**src/rtl/oam_dma_arbiter.sv**
```systemverilog
// OAM DMA bus arbiter: passes CPU accesses through to the memory map and,
// on a write to DMA_REG_ADDR, stalls the CPU while copying one 256-byte page to OAM_DATA_ADDR.
module oam_dma_arbiter #(
  parameter logic [15:0] DMA_REG_ADDR  = 16'h4014,
  parameter logic [15:0] OAM_DATA_ADDR = 16'h2004
) (
  input  logic        clock,
  input  logic        reset,
  input  logic [15:0] cpu_addr,
  input  logic        cpu_r_en,
  input  logic [7:0]  cpu_w_data,
  output logic [7:0]  cpu_r_data,
  output logic        cpu_stall,
  output logic [15:0] bus_addr,
  output logic        bus_r_en,
  output logic [7:0]  bus_w_data,
  input  logic [7:0]  bus_r_data
);

  localparam logic [2:0] IDLE  = 3'd0;
  localparam logic [2:0] HALT  = 3'd1;
  localparam logic [2:0] ALIGN = 3'd2;
  localparam logic [2:0] READ  = 3'd3;
  localparam logic [2:0] WRITE = 3'd4;

  logic [2:0] state;
  logic [2:0] state_next;
  logic       parity;
  logic [7:0] page;
  logic [7:0] idx;
  logic [7:0] data_latch;
  logic       trigger;

  assign trigger = (state == IDLE) && !cpu_r_en && (cpu_addr == DMA_REG_ADDR);

  always_ff @(posedge clock or negedge reset) begin
    if (!reset) begin
      parity <= 1'b0;
    end else begin
      parity <= ~parity;
    end
  end

  // HALT goes straight to READ only when the following cycle has parity 0,
  // i.e. when the current parity is 1.
  always_comb begin
    state_next = state;
    case (state)
      IDLE:    if (trigger) state_next = HALT;
      HALT:    state_next = parity ? READ : ALIGN;
      ALIGN:   state_next = READ;
      READ:    state_next = WRITE;
      WRITE:   state_next = (idx == 8'hFF) ? IDLE : READ;
      default: state_next = IDLE;
    endcase
  end

  always_ff @(posedge clock or negedge reset) begin
    if (!reset) begin
      state      <= IDLE;
      page       <= '0;
      idx        <= '0;
      data_latch <= '0;
    end else begin
      state <= state_next;
      if (trigger) begin
        page <= cpu_w_data;
        idx  <= '0;
      end
      if (state == READ) begin
        data_latch <= bus_r_data;
      end
      if (state == WRITE) begin
        idx <= idx + 8'd1;
      end
    end
  end

  assign cpu_stall  = (state != IDLE);
  assign cpu_r_data = bus_r_data;

  always_comb begin
    bus_addr   = cpu_addr;
    bus_r_en   = cpu_r_en;
    bus_w_data = cpu_w_data;
    case (state)
      HALT, ALIGN: begin
        bus_r_en   = 1'b1;
        bus_w_data = '0;
      end
      READ: begin
        bus_addr   = {page, idx};
        bus_r_en   = 1'b1;
        bus_w_data = '0;
      end
      WRITE: begin
        bus_addr   = OAM_DATA_ADDR;
        bus_r_en   = 1'b0;
        bus_w_data = data_latch;
      end
      default: ;
    endcase
  end

endmodule

```
**config.mk**
```make
export PLATFORM = sky130hd
export DESIGN_NAME = oam_dma_arbiter
export DESIGN_NICKNAME = d
export VERILOG_FILES = /design/src/rtl/oam_dma_arbiter.sv
export SDC_FILE = /design/constraint.sdc
export NUM_CORES = 1
export LEC_CHECK = 0
export ABC_AREA = 1
export BUFFER_PORTS_ARGS = -buffer_cell sky130_fd_sc_hd__buf_2
export CORE_MARGIN = 2
export CORE_UTILIZATION = 30
export DETAILED_ROUTE_END_ITERATION = 16
export PLACE_DENSITY = 0.54
export SLEW_MARGIN = 10
export SYNTH_ARGS = -nofsm -noshare
export SYNTH_HDL_FRONTEND = slang
export SYNTH_SLANG_ARGS = --single-unit
```
**constraint.sdc**
```tcl
create_clock -name clock -period 1.7 [get_ports clock]
set_input_delay 0.34 -clock clock [delete_from_list [all_inputs] [get_ports clock]]
set_output_delay 0.34 -clock clock [all_outputs]
set_load 0.02 [all_outputs]
```
==> flow_results.xml <==
<?xml version="1.0" encoding="UTF-8"?>
<metrics>
  <group name="status">
    <metric name="status" unit="">finished with violations</metric>
    <metric name="violations" unit="">negative setup slack</metric>
  </group>
  <group name="setup_path">
    <metric name="timing.rr.start" unit="">state[1]$_DFFE_PN0P_</metric>
    <metric name="worstPathRequired" unit="ns">1.36</metric>
    <metric name="crit-reg2reg-capture" unit="">page[0]$_DFFE_PN0P_</metric>
    <metric name="timing.critical_path.from_type" unit="">register</metric>
    <metric name="timing.critical_path.to_type" unit="">output port</metric>
    <metric name="endpoint" unit="">bus_addr[4]</metric>
    <metric name="worst-r2r-setup-slack" unit="ns">0.27</metric>
    <metric name="arrival" unit="ns">1.58</metric>
    <metric name="critPathMaxFanout" unit="">6</metric>
    <metric name="startpoint" unit="">state[2]$_DFFE_PN0P_</metric>
    <metric name="timing.reg2reg.worst_path_depth" unit="">8</metric>
    <metric name="critical_path_class" unit="">reg2out</metric>
  </group>
  <group name="synthesis">
    <metric name="synth_top_cells_by_area" unit="">dfrtp_1 (38%), nand2_1 (18%), nand3_1 (5.2%)</metric>
    <metric name="area_fraction_of_the_dominant_cell_type_after_synthesis" unit="%">38.1</metric>
    <metric name="synth-seq-cells" unit="">28</metric>
    <metric name="synth_top_cell_by_area" unit="">dfrtp_1</metric>
    <metric name="post_synth_inst_count" unit="">246</metric>
    <metric name="ys_warn_count" unit="">0</metric>
    <metric name="synth.yosys.seq_area_share" unit="%">38.1</metric>
    <metric name="synth_cell_types" unit="">27</metric>
    <metric name="syn_avg_cell_area" unit="µm²">7.47</metric>
    <metric name="syn_area" unit="µm²">1840</metric>
    <metric name="synth_fp_nets" unit="">282</metric>
  </group>
  <group name="clock_tree">
    <metric name="worst_setup_hold_path_clk_slew" unit="ns">0.10</metric>
    <metric name="cts_made_buffers" unit="">3</metric>
    <metric name="worst_skew_pair.late_latency" unit="ns">0.28</metric>
    <metric name="h-tree-depth" unit="">1</metric>
    <metric name="cts.path.max_buffers" unit="">2</metric>
    <metric name="clock-sinks" unit="">28</metric>
    <metric name="cts_tree" unit="">yes</metric>
    <metric name="cts-root-buf" unit="">clkbuf_8</metric>
  </group>
  <group name="job">
    <metric name="maxCapViolCount" unit="">0</metric>
  </group>
  <group name="sta">
    <metric name="rsz_0062_raised_after_global_routing" unit="">true</metric>
    <metric name="worst_clock_skew" unit="ns">0.00263</metric>
    <metric name="fmax" unit="GHz">0.522</metric>
    <metric name="timing.max_slew.rel_slack" unit="%">56.6</metric>
    <metric name="layout_min_cycle_time" unit="ns">1.92</metric>
    <metric name="final.setup.tns" unit="ns">-3.41</metric>
    <metric name="final.setup.worst_slack" unit="ns">-0.216</metric>
    <metric name="worstMarginPinSlew" unit="ns">0.651</metric>
    <metric name="final_hold_viol_count" unit="">0</metric>
    <metric name="finalSetupViolCount" unit="">25</metric>
    <metric name="final_min_period_over_clock_period" unit="%">113</metric>
    <metric name="drv_slew" unit="">0</metric>
  </group>
  <group name="detailed_routing">
    <metric name="drtIter0Drc" unit="">83</metric>
    <metric name="drtAntennaViolNets" unit="">0</metric>
    <metric name="drt_pass1_iterations" unit="">4</metric>
    <metric name="via_count_normalized_by_instance_count" unit="">4.50</metric>
    <metric name="avgRoutedWirePerCell" unit="µm">12.5</metric>
    <metric name="wirelength" unit="µm">4930</metric>
    <metric name="via_count" unit="">1783</metric>
    <metric name="detail_route.drc_violations" unit="">0</metric>
  </group>
  <group name="power">
    <metric name="power.sequential.fraction" unit="%">26.5</metric>
    <metric name="power_report.internal_total" unit="W">0.00202</metric>
    <metric name="power.share.combinational" unit="%">58.9</metric>
    <metric name="switching_share" unit="%">44.8</metric>
    <metric name="vdd_drop_max" unit="µV">693</metric>
    <metric name="p_clk_share" unit="%">14.6</metric>
    <metric name="total_power" unit="W">0.00365</metric>
    <metric name="cellLeakagePower" unit="nW">1.33</metric>
    <metric name="power.switching" unit="W">0.00163</metric>
    <metric name="cellPowerDensity" unit="nW/µm²">1490</metric>
  </group>
  <group name="place">
    <metric name="dp_hpwl" unit="µm">3680</metric>
    <metric name="place.gp.congestion" unit="">0.820</metric>
    <metric name="port_buffers" unit="">68</metric>
  </group>
  <group name="die">
    <metric name="chipHeight" unit="µm">82.3</metric>
    <metric name="rows" unit="">28</metric>
    <metric name="design.core.area" unit="µm²">5920</metric>
    <metric name="die_area" unit="µm²">6770</metric>
    <metric name="starting_utilization_of_the_core_area" unit="%">31.0</metric>
    <metric name="io_pins" unit="">69</metric>
    <metric name="chipWidth" unit="µm">82.3</metric>
  </group>
  <group name="final_layout">
    <metric name="layout.area.seq" unit="µm²">702</metric>
    <metric name="final_layout_size_suffix_gt1_share" unit="%">39.9</metric>
    <metric name="multi_input_area" unit="µm²">915</metric>
    <metric name="design.final.nets" unit="">358</metric>
    <metric name="layout.filler_cells" unit="">620</metric>
    <metric name="antenna_diode_count" unit="">0</metric>
    <metric name="area_growth" unit="%">33.4</metric>
  </group>
  <group name="global_route">
    <metric name="grt_start_max_net_pins" unit="">29</metric>
    <metric name="first_global_vias" unit="">1676</metric>
    <metric name="global_route_wire_length_before_repair" unit="µm">7640</metric>
    <metric name="gr-usage-all-layers" unit="%">14.9</metric>
    <metric name="global_route.overflow_total" unit="">0</metric>
    <metric name="grt_antenna_before_repair" unit="">0</metric>
  </group>
  <group name="min_path">
    <metric name="min_path_type" unit="">in2async</metric>
  </group>
</metrics>
==> cell usage after synthesis <==
master / number
o21ai_2: 8
nand2_4: 1
nand4_1: 1
inv_2: 2
nor2_4: 3
buf_4: 9
nand3_1: 19
clkbuf_1: 1
nand3_2: 9
buf_2: 3
nor2_8: 1
inv_4: 1
nand3_4: 1
o22ai_1: 3
buf_6: 4
nand2_1: 87
o211ai_1: 1
o21ai_0: 13
nand2_2: 3
a21oi_1: 2
dfrtp_1: 28
a22o_1: 1
ha_1: 1
o21ai_1: 2
a21oi_4: 1
nor2_1: 16
inv_1: 25
==> how the worst min path moves through the flow <==
stage / start / endpoint / cells past startpoint / slack (ns)
after floorplan: reset / data_latch[0]$_DFFE_PN0N_ / 0 / 0.04
after global placement: parity$_DFF_PN0_ / parity$_DFF_PN0_ / 1 / 0.40
after detailed placement: parity$_DFF_PN0_ / parity$_DFF_PN0_ / 1 / 0.40
after CTS: reset / data_latch[1]$_DFFE_PN0N_ / 1 / 0.1
after global routing: reset / data_latch[1]$_DFFE_PN0N_ / 1 / 0.11
final: reset / parity$_DFF_PN0_ / 1 / 0.08
==> power by group through the flow <==
| stage | clock [W] | combinational, W | sequential (W) |
|---|---|---|---|
| after floorplan | 0 | 0.00125 | 0.000953 |
| after global placement | 0 | 0.00177 | 0.000978 |
| after detailed placement | 0 | 0.00178 | 0.000980 |
| after CTS | 0.000554 | 0.00208 | 0.000962 |
| after global routing | 0.000585 | 0.00234 | 0.000985 |
| final | 0.000533 | 0.00215 | 0.000966 |
==> through the flow <==
step	utilization, %	setup WS, ns	cells	hold WS, ns	area, µm²
floorplan	-	-0.0329	246	0.0444	1840
global placement	37.4	0.0110	382	0.396	2220
detailed placement	37.4	0.0117	382	0.396	2220
CTS	40.8	-0.202	395	0.0992	2420
global route	41.4	-0.269	396	0.114	2450
finish	41.4	-0.216	396	0.0800	2450
==> cells in the final DEF, fill, tap and decap left out, drive strengths merged <==
cell type,n
nand2,91
buf,88
nand3,29
dfrtp,28
inv,28
o21ai,23
nor2,20
o22ai,3
clkbuf,3
a21oi,3
o211ai,1
a22o,1
nand4,1
ha,1
bufinv,1
==> worst max-delay path: stages (launching register included) <==
cell	delay, ns
dfrtp_1	0.43
inv_4	0.12
nand3_4	0.13
buf_4	0.17
o22ai_1	0.23
buf_2	0.22
==> cell families (layout without fill, tap and decap cells) <==
logic type,Yosys count,in the layout,synth area share [%]
compound gates,31,31,11.2
fa+ha+maj,1,1,0.681
buf+inv,45,120,13.0
flops,28,28,38.1
simple gates,141,141,37.0
==> sequential cells by signal (all words and copies together) (netlist names) <==
register and cells:
data_latch 8, page 8, idx 8, state 3, parity 1
==> repair_timing <==
item / 4_1_cts / 5_1_grt
cloned: 0 / 1
setup buffers: 9 / 0
gates resized for setup: 29 / 13
pin swaps: 3 / 2
endpoints found under the setup margin: 25 / 25
hold buffers: 0 / 0
==> routing by layer <==
layer | track usage, % | vias up | share of wire, %
met3 | 1.41 | 16 | 4.8
li1 | - | 915 | -
met5 | 0 | - | 0
met1 | 18.9 | 792 | 44
met2 | 24.7 | 60 | 47
met4 | 8.83 | 0 | 4.2
==> cell type report <==
type | count | share of cell area, %
flip-flops and latches | 28 | 28.6
clock buffers | 3 | 1.68
repair buffers | 88 | 22.4
inverters | 28 | 4.90
well taps | 75 | 3.83
multi-input cells | 173 | 37.3
clock inverters | 1 | 1.23
No activity file was read; power rests on OpenSTA's default activity.
